**src/rtl/tic_tac_toe_game_pkg.sv**
```systemverilog
// Shared types for the tic-tac-toe referee:
// cell/winner encodings, FSM states and the win-line table.
package ttt_pkg;

  typedef enum logic [1:0] {
    EMPTY  = 2'b00,
    PLAYER = 2'b01,
    COMP   = 2'b10
  } cell_t;

  typedef enum logic [1:0] {
    NONE  = 2'b00,
    P_WIN = 2'b01,
    C_WIN = 2'b10,
    DRAW  = 2'b11
  } who_t;

  typedef enum logic [1:0] {
    IDLE     = 2'b00,
    COMPUTER = 2'b01,
    DONE     = 2'b10
  } state_t;

  localparam int NCELLS = 9;
  localparam int NLINES = 8;

  // rows, columns, then the two diagonals
  localparam logic [3:0] WIN_LINES [NLINES][3] = '{
    '{4'd0, 4'd1, 4'd2},
    '{4'd3, 4'd4, 4'd5},
    '{4'd6, 4'd7, 4'd8},
    '{4'd0, 4'd3, 4'd6},
    '{4'd1, 4'd4, 4'd7},
    '{4'd2, 4'd5, 4'd8},
    '{4'd0, 4'd4, 4'd8},
    '{4'd2, 4'd4, 4'd6}
  };

endpackage

```
**src/rtl/tic_tac_toe_game_if.sv**
```systemverilog
// Move inputs and board/winner outputs of the referee.
// slave = referee side, master = move source / display side.
interface ttt_if;

  logic       play;
  logic       pc;
  logic [3:0] player_position;
  logic [3:0] computer_position;
  logic [1:0] pos1, pos2, pos3;
  logic [1:0] pos4, pos5, pos6;
  logic [1:0] pos7, pos8, pos9;
  logic [1:0] who;

  modport slave (
    input  play, pc,
    input  player_position,
    input  computer_position,
    output pos1, pos2, pos3,
    output pos4, pos5, pos6,
    output pos7, pos8, pos9,
    output who
  );

  modport master (
    output play, pc,
    output player_position,
    output computer_position,
    input  pos1, pos2, pos3,
    input  pos4, pos5, pos6,
    input  pos7, pos8, pos9,
    input  who
  );

endinterface

```
**src/rtl/tic_tac_toe_game_win_detect.sv**
```systemverilog
// Combinational winner decode: any full line of one mark wins,
// a full board without a line is a draw.
module ttt_win_detect
  import ttt_pkg::*;
(
  input  cell_t board_i [NCELLS],
  output who_t  who_o
);

  logic p_win;
  logic c_win;
  logic full;

  always_comb begin
    p_win = 1'b0;
    c_win = 1'b0;
    full  = 1'b1;
    for (int l = 0; l < NLINES; l++) begin
      if (board_i[WIN_LINES[l][0]] == PLAYER &&
          board_i[WIN_LINES[l][1]] == PLAYER &&
          board_i[WIN_LINES[l][2]] == PLAYER)
        p_win = 1'b1;
      if (board_i[WIN_LINES[l][0]] == COMP &&
          board_i[WIN_LINES[l][1]] == COMP &&
          board_i[WIN_LINES[l][2]] == COMP)
        c_win = 1'b1;
    end
    for (int i = 0; i < NCELLS; i++)
      if (board_i[i] == EMPTY)
        full = 1'b0;
  end

  always_comb begin
    who_o = NONE;
    unique case (1'b1)
      p_win:   who_o = P_WIN;
      c_win:   who_o = C_WIN;
      full:    who_o = DRAW;
      default: who_o = NONE;
    endcase
  end

endmodule

```
**src/rtl/tic_tac_toe_game.sv**
```systemverilog
// Tic-tac-toe referee: board register, turn FSM and
// move-legality check; winner comes from ttt_win_detect.
module tic_tac_toe_game
  import ttt_pkg::*;
(
  input  logic   clock,
  input  logic   reset,
  ttt_if.slave   bus
);

  cell_t  board_q [NCELLS];
  cell_t  board_d [NCELLS];
  state_t state_q, state_d;
  who_t   who_w;

  logic       p_in, c_in;
  logic [3:0] p_idx, c_idx;
  logic       p_ok, c_ok;

  // out-of-range positions must never alias a real cell
  assign p_in  = bus.player_position <= 4'd8;
  assign c_in  = bus.computer_position <= 4'd8;
  assign p_idx = p_in ? bus.player_position : 4'd0;
  assign c_idx = c_in ? bus.computer_position : 4'd0;
  assign p_ok  = p_in && (board_q[p_idx] == EMPTY);
  assign c_ok  = c_in && (board_q[c_idx] == EMPTY);

  ttt_win_detect u_win (
    .board_i (board_q),
    .who_o   (who_w)
  );

  always_comb begin
    board_d = board_q;
    state_d = state_q;
    unique case (state_q)
      IDLE: begin
        if (who_w != NONE) begin
          state_d = DONE;
        end else if (bus.play && p_ok) begin
          board_d[p_idx] = PLAYER;
          state_d        = COMPUTER;
        end
      end
      COMPUTER: begin
        if (who_w != NONE) begin
          state_d = DONE;
        end else if (bus.pc && c_ok) begin
          board_d[c_idx] = COMP;
          state_d        = IDLE;
        end
      end
      DONE:    state_d = DONE;
      default: state_d = IDLE;
    endcase
  end

  always_ff @(posedge clock) begin
    if (reset) begin
      board_q <= '{default: EMPTY};
      state_q <= IDLE;
    end else begin
      board_q <= board_d;
      state_q <= state_d;
    end
  end

  assign bus.pos1 = board_q[0];
  assign bus.pos2 = board_q[1];
  assign bus.pos3 = board_q[2];
  assign bus.pos4 = board_q[3];
  assign bus.pos5 = board_q[4];
  assign bus.pos6 = board_q[5];
  assign bus.pos7 = board_q[6];
  assign bus.pos8 = board_q[7];
  assign bus.pos9 = board_q[8];
  assign bus.who  = who_w;

endmodule

```
**src/flat_wrapper.sv**
```systemverilog
// flat-port wrapper written by rule: the top's interface ports become plain ports
module tic_tac_toe_game_flat import ttt_pkg::*;
  (clock, reset, bus_play, bus_pc, bus_player_position, bus_computer_position, bus_pos1, bus_pos2, bus_pos3, bus_pos4, bus_pos5, bus_pos6, bus_pos7, bus_pos8, bus_pos9, bus_who);
  ttt_if bus_i ();
  input  logic clock;
  input  logic reset;
  input wire logic [$bits(bus_i.play)-1:0] bus_play;
  input wire logic [$bits(bus_i.pc)-1:0] bus_pc;
  input wire logic [$bits(bus_i.player_position)-1:0] bus_player_position;
  input wire logic [$bits(bus_i.computer_position)-1:0] bus_computer_position;
  output wire logic [$bits(bus_i.pos1)-1:0] bus_pos1;
  output wire logic [$bits(bus_i.pos2)-1:0] bus_pos2;
  output wire logic [$bits(bus_i.pos3)-1:0] bus_pos3;
  output wire logic [$bits(bus_i.pos4)-1:0] bus_pos4;
  output wire logic [$bits(bus_i.pos5)-1:0] bus_pos5;
  output wire logic [$bits(bus_i.pos6)-1:0] bus_pos6;
  output wire logic [$bits(bus_i.pos7)-1:0] bus_pos7;
  output wire logic [$bits(bus_i.pos8)-1:0] bus_pos8;
  output wire logic [$bits(bus_i.pos9)-1:0] bus_pos9;
  output wire logic [$bits(bus_i.who)-1:0] bus_who;
  assign bus_i.play = bus_play;
  assign bus_i.pc = bus_pc;
  assign bus_i.player_position = bus_player_position;
  assign bus_i.computer_position = bus_computer_position;
  assign bus_pos1 = bus_i.pos1;
  assign bus_pos2 = bus_i.pos2;
  assign bus_pos3 = bus_i.pos3;
  assign bus_pos4 = bus_i.pos4;
  assign bus_pos5 = bus_i.pos5;
  assign bus_pos6 = bus_i.pos6;
  assign bus_pos7 = bus_i.pos7;
  assign bus_pos8 = bus_i.pos8;
  assign bus_pos9 = bus_i.pos9;
  assign bus_who = bus_i.who;
  tic_tac_toe_game u_core (.clock(clock), .reset(reset), .bus(bus_i));
endmodule
```
**config.mk**
```make
export PLATFORM = sky130hd
export DESIGN_NAME = tic_tac_toe_game_flat
export DESIGN_NICKNAME = d
export VERILOG_FILES = /design/src/rtl/tic_tac_toe_game_pkg.sv /design/src/rtl/tic_tac_toe_game_if.sv /design/src/rtl/tic_tac_toe_game_win_detect.sv /design/src/rtl/tic_tac_toe_game.sv /design/src/flat_wrapper.sv
export SDC_FILE = /design/constraint.sdc
export NUM_CORES = 1
export LEC_CHECK = 0
export CAP_MARGIN = 20
export CORE_MARGIN = 2
export CORE_UTILIZATION = 30
export DETAILED_ROUTE_END_ITERATION = 16
export HOLD_SLACK_MARGIN = 0.02
export SETUP_SLACK_MARGIN = 0.15
export SYNTH_ARGS = -nofsm -noshare
export SYNTH_HDL_FRONTEND = slang
export SYNTH_SLANG_ARGS = --single-unit
```
**constraint.sdc**
```tcl
create_clock -name clock -period 5 [get_ports clock]
set_input_delay 0.75 -clock clock [delete_from_list [all_inputs] [get_ports clock]]
set_output_delay 0.75 -clock clock [all_outputs]
set_load 0.05 [all_outputs]
```
== After elaboration in Yosys (flattened, before gate mapping) ==
Cells that the tools add are included.

* $lt $le $gt $ge: 6
* Equal/unequal tests: 26
* Reductions and logical operators: 54
* Bitwise gates (word level): 8
* Multiplexer cells: 48

{| class="wikitable"
|+ Operators by type and width
! kind !! count
|-
| 2-to-1 mux 18 bit || 4
|-
| logical AND 1 bit || 38
|-
| case mux 18 bit (2 select lines) || 1
|-
| 2-to-1 mux 1 bit || 25
|-
| logical NOT 2 bit || 12
|-
| equality test 2 x 1 -> 1 bit, second input constant || 10
|-
| equality test 2 bit, second input constant || 10
|-
| 2-to-1 mux 2 bit || 10
|-
| AND 9 bit || 2
|-
| inverter 9 bit || 2
|-
| bitwise OR 9 bit || 2
|-
| binary-select mux 2 bit (select 4 bit) || 2
|-
| demux 2 bit (select 4 bit) || 2
|-
| case mux 2 bit (3 select lines) || 2
|-
| >= comparator 5 bit, second input constant || 2
|-
| less-than comparator 5 x 1 -> 1 bit, second input constant || 2
|-
| inverter 4 -> 5 bit || 2
|-
| less-or-equal comparator 4 bit, second input constant || 2
|-
| 2-to-1 mux 4 bit || 2
|-
| inequality test 3 x 1 -> 1 bit, second input constant || 2
|-
| AND reduction 5 bit || 1
|-
| inequality test 2 x 1 -> 1 bit, second input constant || 2
|-
| inequality test 2 bit, second input constant || 2
|-
| nonzero test 2 bit || 2
|-
| AND reduction 2 bit || 1
|}

* Output and inout port bits: 20
* Bits of input ports: 12
* Register bits after elaboration: 20
* Logic and storage cells: 152

== Logic depth before layout (Yosys ltp) ==
Gate-level depths: netlist of run 1.

* Depth after elaboration: 15
* Mapped depth: 9
* Depth with buffers taken out: 6

== Hierarchy ==
Synthesis of run 1 repeated with hierarchy kept, for this count alone.

* Cell total of the unflattened synthesis: 175
* Area, all modules: 1355.0 µm²

{| class="wikitable"
|+ By module, submodules not included
! module !! cells an instance !! sequential area each (µm²) !! times used !! area an instance (µm²)
|-
| tic_tac_toe_game || 134 || 400.4 || 1 || 1083.5
|-
| ttt_win_detect || 41 || 0.0 || 1 || 271.5
|}

== Least setup slack after synthesis of run 1 ==
OpenSTA, ideal clock, no wires.

* Path kind: flip-flop to output port
* From: register u_core.board_q (netlist bit u_core.bus.pos5[1])
* To: output port bus_who[0]
* Setup slack: 2.387 ns
* Stages on the path, launching flop included: 5
* Arrival time: 1.863 ns
* Data required time: 4.250 ns
* Cells stage by stage: dfxtp_1 > and4bb_1 > o311ai_2 > nand4_2 > a41o_1

* Word-level cells in the longest chain between the ends: 11

{| class="wikitable"
|+ RTL lines
! element !! line !! RTL
|-
| from (decl) || tic_tac_toe_game.sv:11 || <nowiki>cell_t board_q [NCELLS];</nowiki>
|-
| from (signal assigned) || tic_tac_toe_game.sv:63 || <nowiki>board_q <= board_d;</nowiki>
|-
| equality test 2 bit or equality test 2 x 1 -> 1 bit (tied branches) || tic_tac_toe_game_win_detect.sv:24, tic_tac_toe_game_win_detect.sv:20 ||
|-
| logical AND 1 bit (on tied branches) || tic_tac_toe_game_win_detect.sv:23, tic_tac_toe_game_win_detect.sv:19 ||
|-
| logical AND 1 bit (on tied branches) || tic_tac_toe_game_win_detect.sv:24, tic_tac_toe_game_win_detect.sv:20 ||
|-
| 2-to-1 mux 1 bit (on tied branches) (7 in a row) || tic_tac_toe_game_win_detect.sv:23, tic_tac_toe_game_win_detect.sv:19 ||
|-
| case mux 2 bit (3 select lines) * || tic_tac_toe_game_win_detect.sv:35 || <nowiki>unique case (1'b1)</nowiki>
|-
| to (decl) || flat_wrapper.sv:20 || <nowiki>output wire logic [$bits(bus_i.who)-1:0] bus_who;</nowiki>
|}

Mark *: on every way between the ends. The rest lies on a longest branch, timed or not.

== Worst setup path in the final report of run 1 ==
* From: register u_core.board_q (netlist bit u_core.bus.pos6[1])
* To: output port bus_who[1]

* Word-level cells in the longest chain between the ends: 10

{| class="wikitable"
|+ RTL lines
! element !! line
|-
| equality test 2 bit or equality test 2 x 1 -> 1 bit (tied branches) || n/a
|-
| logical AND 1 bit (on tied branches) || tic_tac_toe_game_win_detect.sv:24, tic_tac_toe_game_win_detect.sv:20
|-
| 2-to-1 mux 1 bit (on tied branches) (7 in a row) || tic_tac_toe_game_win_detect.sv:23, tic_tac_toe_game_win_detect.sv:19
|-
| case mux 2 bit (3 select lines) * || tic_tac_toe_game_win_detect.sv:35
|}

Marks and branches as above.

==> reports/metrics.csv, run 1 <==
stage;metric;value;unit
layout;area_growth;28.03;%
detailed_routing;drt_first_iter_violations;219;
clock_network;cts-htree-levels;1;
logic_synthesis;synth.distinct_cells;50;
setup_path;critPathCaptureType;output pin;
floorplan;die_y;75.33;um
setup_path;critical_path_peak_fanout;9;
global_routing;globalRouteMet1Util;26.96;%
global_routing;gr-usage-met3;3.307;%
global_routing;grt_overflow_total;0;
detailed_routing;detail_route.wl_per_cell;17.62;um
setup_path;cp_data_required_time;4250;ps
hold_path;timing.hold.worst.class;flip-flop to flip-flop;
timing;maxSlewHeadroom;58.07;%
clock_network;cts-buffers-inserted;3;
layout;insertedDiodeCount;0;
placement;globalplace.congestion;0.9397;
pwr;p_int;0.2990;mW
layout;final_nets;220;
pwr;irDropWorstVdd;0.1339;mV
logic_synthesis;synth_async_sr_flop_share;0;%
floorplan;die_area;5675;um2
outcome;status;finished, final reports clean;
timing;worst_slack;1537;ps
timing;grt_setup_unrepaired;no;
logic_synthesis;synth.most_common_cell;sky130_fd_sc_hd__dfxtp_1;
pwr;combinationalPowerShare;18.5;%
floorplan;boundaryPins;32;
timing;final-setup-viol-count;0;
timing;setup_tns;0;ps
timing;finalCritPeriodShare;69.27;%
clock_network;cts.clk_slew.worst_paths;80;ps
timing;worstMarginPinSlew;624.2;ps
clock_network;clk_path_buf_depth;2;
pwr;sequentialPowerShare;40.9;%
job;max-cap-violations;0;
global_routing;antenna_found_initial;0;
global_routing;global_route.peak_usage_layer;met1;
timing;achievable-frequency;288.7;MHz
clock_network;cts.sink_count;20;
detailed_routing;number_of_vias_after_detailed_routing;1627;
clock_network;quantity_of_hold_fixing_buffers_added_after_cts;0;
clock_network;postCtsSetupBuffers;0;
logic_synthesis;netlist_area;1526;um2
timing;post-route-min-period;3463;ps
logic_synthesis;synth_seq_cells;20;
logic_synthesis;synth_area_per_cell;8.434;um2
detailed_routing;total_wirelength;4827;um
timing;timing.final.hold_violations;0;
layout;drive_above_1_share;12.08;%
global_routing;first_pass_grt_wire_length;7596;um
timing;clock-skew-final;2.258;ps
logic_synthesis;post_synth_inst_count;181;
logic_synthesis;synth.top_cells.by_count;sky130_fd_sc_hd__dfxtp_1 (20), sky130_fd_sc_hd__inv_1 (15), sky130_fd_sc_hd__nor4bb_1 (14), sky130_fd_sc_hd__nor2_1 (12), sky130_fd_sc_hd__nand2b_1 (10);
global_routing;via_count_of_the_first_global_routing_pass;1452;
setup_path;worst-endpoint-arrival;2710;ps
logic_synthesis;ys_flop_type;sky130_fd_sc_hd__dfxtp_1;
layout;fillCellCount;500;
detailed_routing;antenna_violating_nets_post_route;0;
clock_network;cts-root-buf;sky130_fd_sc_hd__clkbuf_8;
logic_synthesis;synth_warnings;0;
pwr;netSwitchingPower;0.1115;mW
placement;placement.io_buffers;31;
layout;fin_area;1954;um2
pwr;leak_pwr;0.6198;nW
detailed_routing;drc;0;
floorplan;floorplan.die.width;75.33;um
setup_path;setup.worst_path.start_class;flip-flop;
global_routing;grt_start_max_net_pins;29;
timing;final-max-slew-violation-count;0;
detailed_routing;drt-vias-per-instance;5.938;
pwr;power.density_cell_area;210.0;nW/um2
pwr;share_clk_of_total_power;40.6;%
logic_synthesis;post_synth_top_area_share;26.23;%
logic_synthesis;mappedNetlistNets;193;
floorplan;core_region_area;4817;um2
detailed_routing;drtPass1Iterations;4;
clock_network;post_cts_resize_count;0;
pwr;swShare;27.16;%
placement;dp_worst_setup_slack;1648;ps
floorplan;std_cell_rows;25;
timing;fin_worst_hold_slack;536.1;ps
clock_network;clock_latency_on_the_worst_skew_pair;260;ps
global_routing;grt.total_usage;17.74;%
placement;placed_instance_area;1883;um2
logic_synthesis;synth.largest_area_cell;sky130_fd_sc_hd__dfxtp_1;
global_routing;grt_util_met2;25.80;%
logic_synthesis;ys_top_cells_by_area;sky130_fd_sc_hd__dfxtp_1 (26%), sky130_fd_sc_hd__nor4bb_1 (9.2%), sky130_fd_sc_hd__nand2b_1 (4.1%), sky130_fd_sc_hd__inv_1 (3.7%), sky130_fd_sc_hd__o41ai_2 (3.2%);
logic_synthesis;yosysSeqAreaShare;26.23;%
clock_network;clock_tree_from_tritoncts;built;
placement;place_hpwl;3424;um
floorplan;starting_density;31.69;%
logic_synthesis;synth_enable_flop_cells;0;
setup_path;critical_path_class;flip-flop to output pin;
pwr;total_power;0.4104;mW
cell type report:
type | instances | area, um2 | share of cell area [%]
sequential | 20 | 400.4 | 20.49
clock inverter | 1 | 30.03 | 1.536
timing repair buffer | 33 | 325.3 | 16.65
multi-input combinational | 135 | 1017 | 52.05
tap | 67 | 83.83 | 4.289
clock buffer | 3 | 41.29 | 2.113
inverter | 15 | 56.30 | 2.881
power groups by stage:
stage	registers, mW	logic, mW	clock network [mW]
6_report	0.168	0.0760	0.166
5_1_grt	0.169	0.0822	0.173
4_1_cts	0.168	0.0752	0.169
3_5_place_dp	0.172	0.0744	0
3_3_place_gp	0.172	0.0752	0
2_1_floorplan	0.175	0.0475	0
metrics by stage:
step | utilization, % | cells
6_report | 40.57 | 274
2_1_floorplan | - | 181
4_1_cts | 40.57 | 274
5_1_grt | 40.57 | 274
3_3_place_gp | 39.09 | 270
3_5_place_dp | 39.09 | 270
logic make-up after synthesis:
kind of cell	share of synthesized area [%]
buffers and inverters	7.131
XOR/XNOR	0.5739
multiplexers	0.6558
flip-flops	26.23
AO/OA/AOI/OAI	28.20
AND/OR/NAND/NOR	37.21
worst max-delay path: stages (launching register included):
cell                              delay [ps]
sky130_fd_sc_hd__dfxtp_1                 570
sky130_fd_sc_hd__o22ai_1                 160
sky130_fd_sc_hd__nor4_1                  450
sky130_fd_sc_hd__a41o_1                  320
sky130_fd_sc_hd__or2_2                   160
sky130_fd_sc_hd__clkdlybuf4s50_1         790
placed cells by master, fill, tap and decap left out, drive strengths merged, types with 3 or more instances in the layout:
cell / count
nand2b: 10
or3: 5
nor2: 12
clkdlybuf4s50: 31
a21oi: 3
or2: 6
o311a: 3
o211ai: 5
nor4: 3
nor3: 6
nand3: 5
o22ai: 6
clkbuf: 3
o32ai: 3
nor4bb: 14
nand2: 6
a41oi: 3
or4: 3
dfxtp: 20
o41ai: 4
a211oi: 4
nor2b: 6
inv: 15
routing by layer:
layer / wire (um) / part of all wire (%)
met4: 124 / 2.6
met3: 426 / 8.8
met5: 0 / 0
met1: 2207 / 46
met2: 2069 / 43
final timing paths:
path / startpoint / endpoint / slack, ps / cells after the start
worst min register to register: u_core.bus.pos4[0] / u_core.bus.pos4[0] / 540 / 2
worst max-delay path: u_core.bus.pos6[1] / bus_who[1] / 1540 / 5
worst max register to register: u_core.bus.pos5[1] / u_core.bus.pos7[0] / 2230 / 6
worst min-delay path: u_core.bus.pos4[0] / u_core.bus.pos4[0] / 540 / 2
flip-flops by register name (all words and copies together) (netlist names):
signal           flops
u_core.bus.pos6      2
u_core.bus.pos5      2
u_core.bus.pos2      2
u_core.bus.pos1      2
u_core.bus.pos4      2
u_core.bus.pos3      2
u_core.bus.pos8      2
u_core.state_q       2
u_core.bus.pos7      2
u_core.bus.pos9      2
(Power assumes the default switching activity.)
==> run 2: changes to the inputs <==
clock period = 3.6 ns   (was 5 ns; I/O delays follow)
==> reports/metrics.csv, run 2 (synthesis gave the netlist of run 1 again) <==
stage;metric;value;unit
outcome;status;finished, final reports clean;
floorplan;starting_density;31.69;%
placement;placed_instance_area;1898;um2
timing;setup_tns;0;ps
layout;insertedDiodeCount;0;
floorplan;floorplan.die.width;75.33;um
timing;finalCritPeriodShare;87.97;%
clock_network;cts-buffers-inserted;3;
timing;worstMarginPinSlew;626.0;ps
clock_network;cts-root-buf;sky130_fd_sc_hd__clkbuf_8;
clock_network;post_cts_resize_count;0;
global_routing;first_pass_grt_wire_length;8162;um
placement;globalplace.congestion;0.8930;
layout;area_growth;27.95;%
global_routing;grt.total_usage;18.79;%
global_routing;grt_overflow_total;0;
detailed_routing;drtPass1Iterations;4;
layout;instances_no_fill;276;
pwr;power.density_cell_area;268.1;nW/um2
timing;grt_setup_unrepaired;no;
timing;timing.final.hold_violations;0;
placement;placed_cells_incl_taps;272;
setup_path;cp_data_required_time;3060;ps
setup_path;worst-endpoint-arrival;2630;ps
timing;final-setup-viol-count;0;
layout;drive_above_1_share;12.92;%
layout;final_nets;222;
clock_network;clk_path_buf_depth;2;
floorplan;die_y;75.33;um
detailed_routing;total_wirelength;4896;um
timing;post-route-min-period;3167;ps
hold_path;timing.hold.worst.class;flip-flop to flip-flop;
layout;highest_count_cells_in_the_layout_ignoring_fill_and_taps;sky130_fd_sc_hd__clkdlybuf4s50_1 (31), sky130_fd_sc_hd__dfxtp_1 (20), sky130_fd_sc_hd__inv_1 (15), sky130_fd_sc_hd__nor4bb_1 (14), sky130_fd_sc_hd__nor2_1 (12);
detailed_routing;drt_first_iter_violations;144;
pwr;leak_pwr;0.6218;nW
timing;maxSlewHeadroom;58.13;%
clock_network;cts.clk_slew.worst_paths;80;ps
timing;final-max-slew-violation-count;0;
setup_path;critPathCaptureType;output pin;
setup_path;critical_path_class;flip-flop to output pin;
detailed_routing;detail_route.wl_per_cell;17.74;um
clock_network;clock_tree_from_tritoncts;built;
floorplan;boundaryPins;32;
detailed_routing;drc;0;
clock_network;quantity_of_hold_fixing_buffers_added_after_cts;0;
floorplan;std_cell_rows;25;
floorplan;die_area;5675;um2
placement;placement.io_buffers;31;
detailed_routing;number_of_vias_after_detailed_routing;1595;
placement;place_hpwl;3479;um
timing;fin_worst_hold_slack;546.8;ps
layout;fin_area;1953;um2
global_routing;via_count_of_the_first_global_routing_pass;1545;
detailed_routing;antenna_violating_nets_post_route;0;
global_routing;grt_start_max_net_pins;18;
clock_network;postCtsSetupBuffers;0;
setup_path;critical_path_peak_fanout;9;
pwr;irDropWorstVdd;0.1151;mV
clock_network;clock_latency_on_the_worst_skew_pair;270;ps
clock_network;cts-htree-levels;1;
detailed_routing;drt-vias-per-instance;5.779;
job;max-cap-violations;0;
layout;layout_commonest_cell;sky130_fd_sc_hd__clkdlybuf4s50_1;
clock_network;cts.sink_count;20;
setup_path;setup.worst_path.start_class;flip-flop;
layout;fillCellCount;524;
timing;clock-skew-final;4.560;ps
timing;achievable-frequency;315.7;MHz
setup_path;r2r_slack;1060;ps
pwr;total_power;0.5237;mW
global_routing;antenna_found_initial;0;
floorplan;core_region_area;4817;um2
[run 2: cell types whose count changed in the layout (fill, tap and decap cells not counted)]
cell,previous run,this run
sky130_fd_sc_hd__buf_4,2,4
sky130_fd_sc_hd__clkbuf_8,3,4
sky130_fd_sc_hd__bufinv_16,1,0
[run 2: power by group]
group | switching (mW) | internal [mW] | leakage [nW] | total (mW)
Sequential | 0.00832 | 0.225 | 0.161 | 0.233
Clock | 0.0848 | 0.0978 | 0.0288 | 0.183
Combinational | 0.0654 | 0.0426 | 0.432 | 0.108
Total | 0.159 | 0.365 | 0.622 | 0.524
[run 2: layout make-up]
| class | count | area [um2] | share of cell area (%) |
|---|---|---|---|
| Clock buffer | 4 | 55.05 | 2.819 |
| Inverter | 15 | 56.30 | 2.883 |
| Multi-Input combinational cell | 135 | 1017 | 52.08 |
| Sequential cell | 20 | 400.4 | 20.50 |
| Tap cell | 67 | 83.83 | 4.292 |
| Timing Repair Buffer | 35 | 340.3 | 17.42 |
[run 2: path summary, 6_finish.rpt]
check,start,end,cells after the start
max,u_core.bus.pos6[1],bus_who[1],5
min,u_core.bus.pos2[1],u_core.bus.pos2[1],2
max reg2reg,u_core.bus.pos5[1],u_core.bus.pos7[0],7
min reg2reg,u_core.bus.pos2[1],u_core.bus.pos2[1],2
[run 2: worst max-delay path, cell delays in order (launching register included)]
cell and delay, ps:
sky130_fd_sc_hd__dfxtp_1 540, sky130_fd_sc_hd__o22ai_1 150, sky130_fd_sc_hd__nor4_1 420, sky130_fd_sc_hd__a41o_1 310, sky130_fd_sc_hd__or2_2 150, sky130_fd_sc_hd__clkdlybuf4s50_1 790
[run 2: metal layers]
| metal | share of wire, % | up-vias | track usage (%) |
|---|---|---|---|
| li1 | - | 765 | - |
| met1 | 49 | 747 | 28.85 |
| met2 | 43 | 74 | 26.09 |
| met3 | 6.7 | 9 | 3.439 |
| met4 | 1.9 | 0 | 6.433 |
| met5 | 0 | - | 0 |
[run 2: per-stage QoR]
stage | setup WS [ps] | utilization, %
after global routing | 289.1 | 40.55
after global placement | 579.8 | 39.40
after CTS | 452.3 | 40.55
final | 432.9 | 40.55
after detailed placement | 515.5 | 39.40
after floorplan | 1042 | -
==> run 3: changes to the inputs <==
DONT_BUFFER_PORTS = 1   (was unset)
==> reports/metrics.csv, run 3 (synthesis gave the netlist of run 1 again) <==
stage;metric;value;unit
clock_network;post_cts_resize_count;0;
detailed_routing;antenna_violating_nets_post_route;0;
timing;setup_tns;0;ps
clock_network;clock_latency_on_the_worst_skew_pair;270;ps
timing;final-setup-viol-count;0;
pwr;irDropWorstVdd;0.2006;mV
global_routing;first_pass_grt_wire_length;8038;um
detailed_routing;total_wirelength;4896;um
layout;insertedDiodeCount;0;
setup_path;worst_r2r_path_depth;6;
setup_path;critical_path_class;flip-flop to flip-flop;
clock_network;cts.sink_count;20;
placement;placed_instance_area;1580;um2
layout;layout_commonest_cell;sky130_fd_sc_hd__dfxtp_1;
job;max-cap-violations;0;
clock_network;clk_path_buf_depth;2;
clock_network;clock_tree_from_tritoncts;built;
timing;grt_setup_unrepaired;no;
setup_path;worst-endpoint-arrival;3160;ps
hold_path;timing.hold.worst.class;input port to flip-flop;
outcome;status;finished, final reports clean;
setup_path;critPathCaptureType;flip-flop;
setup_path;cpMaxStageDelayCell;sky130_fd_sc_hd__dfxtp_1;
timing;post-route-min-period;2997;ps
global_routing;via_count_of_the_first_global_routing_pass;1449;
global_routing;antenna_found_initial;0;
layout;fin_area;1635;um2
detailed_routing;number_of_vias_after_detailed_routing;1515;
hold_path;hold-path-cell-count;1;
clock_network;quantity_of_hold_fixing_buffers_added_after_cts;0;
pwr;leak_pwr;0.5080;nW
layout;final_nets;190;
layout;drive_above_1_share;14.69;%
clock_network;cts-root-buf;sky130_fd_sc_hd__clkbuf_8;
setup_path;r2r_slack;600;ps
detailed_routing;drtPass1Iterations;4;
detailed_routing;detail_route.wl_per_cell;20.07;um
floorplan;die_area;5675;um2
detailed_routing;drt_first_iter_violations;225;
timing;worstMarginPinSlew;831.9;ps
clock_network;cts.clk_slew.worst_paths;80;ps
placement;place_hpwl;3553;um
timing;final-max-slew-violation-count;0;
timing;clock-skew-final;3.130;ps
clock_network;cts-htree-levels;1;
clock_network;postCtsSetupBuffers;0;
layout;area_growth;7.131;%
setup_path;critical_path_peak_fanout;11;
floorplan;starting_density;31.69;%
placement;placed_cells_incl_taps;240;
layout;layout.core_utilization;33.95;%
detailed_routing;drc;0;
placement;globalplace.congestion;0.8981;
layout;fillCellCount;516;
pwr;power.density_cell_area;300.3;nW/um2
setup_path;setup.worst_path.start_class;flip-flop;
floorplan;core_region_area;4817;um2
clock_network;cts-buffers-inserted;3;
global_routing;grt_start_max_net_pins;29;
global_routing;grt.total_usage;18.63;%
setup_path;path_cells;and4bb_1 -> o311ai_2 -> nand4_2 -> nor4_4 -> nand2_2 -> o41ai_1;
detailed_routing;drt-vias-per-instance;6.209;
floorplan;floorplan.die.width;75.33;um
layout;highest_count_cells_in_the_layout_ignoring_fill_and_taps;sky130_fd_sc_hd__dfxtp_1 (20), sky130_fd_sc_hd__inv_1 (15), sky130_fd_sc_hd__nor4bb_1 (14), sky130_fd_sc_hd__nor2_1 (12), sky130_fd_sc_hd__nand2b_1 (10);
setup_path;cp_data_required_time;3770;ps
pwr;total_power;0.4910;mW
setup_path;critical-path-max-stage-delay;800;ps
timing;timing.final.hold_violations;0;
floorplan;die_y;75.33;um
floorplan;std_cell_rows;25;
global_routing;grt_overflow_total;0;
timing;maxSlewHeadroom;44.46;%
timing;achievable-frequency;333.7;MHz
timing;finalCritPeriodShare;83.25;%
floorplan;boundaryPins;32;
placement;placement.io_buffers;0;
layout;instances_no_fill;244;
## run 3: layout make-up
| type | count | area, um2 | share of cell area (%) |
|---|---|---|---|
| sequential | 20 | 400.4 | 24.48 |
| timing repair buffer | 3 | 22.52 | 1.377 |
| tap | 67 | 83.83 | 5.126 |
| multi-input combinational | 135 | 1017 | 62.20 |
| inverter | 15 | 56.30 | 3.443 |
| clock buffer | 4 | 55.05 | 3.366 |
## run 3: where the power goes
group	switching (mW)	internal (mW)
clock network	0.0832	0.0976
registers	0.0149	0.225
logic	0.0421	0.0283
## run 3: layer usage
metal | wire length, um | vias up | share of wire [%] | global-route usage [%]
met4 | 64 | 0 | 1.3 | 6.238
met1 | 2171 | 720 | 44 | 27.41
met5 | 0 | - | 0 | 0
li1 | - | 701 | - | -
met3 | 564 | 6 | 12 | 5.820
met2 | 2095 | 88 | 43 | 25.60
## run 3: metrics by stage
step	hold WS [ps]	setup WS (ps)
final	338.6	603.1
after detailed placement	597.6	668.4
after floorplan	524.8	1042
after CTS	340.1	638.6
after global placement	590.1	754.5
after global routing	337.5	395.4
## run 3: path summary, 6_finish.rpt
kind,start,endpoint
worst min-delay path,reset,u_core.bus.pos9[0]
worst min register to register,u_core.state_q[0],u_core.state_q[1]
worst max register to register,u_core.bus.pos5[1],u_core.bus.pos7[0]
worst max-delay path,u_core.bus.pos5[1],u_core.bus.pos7[0]
## run 3: worst max-delay path: cells and delay by family (launching register included)
kind | cells | cell delay (ps)
simple gates | 4 | 1410
flops | 1 | 800
compound gates | 2 | 690
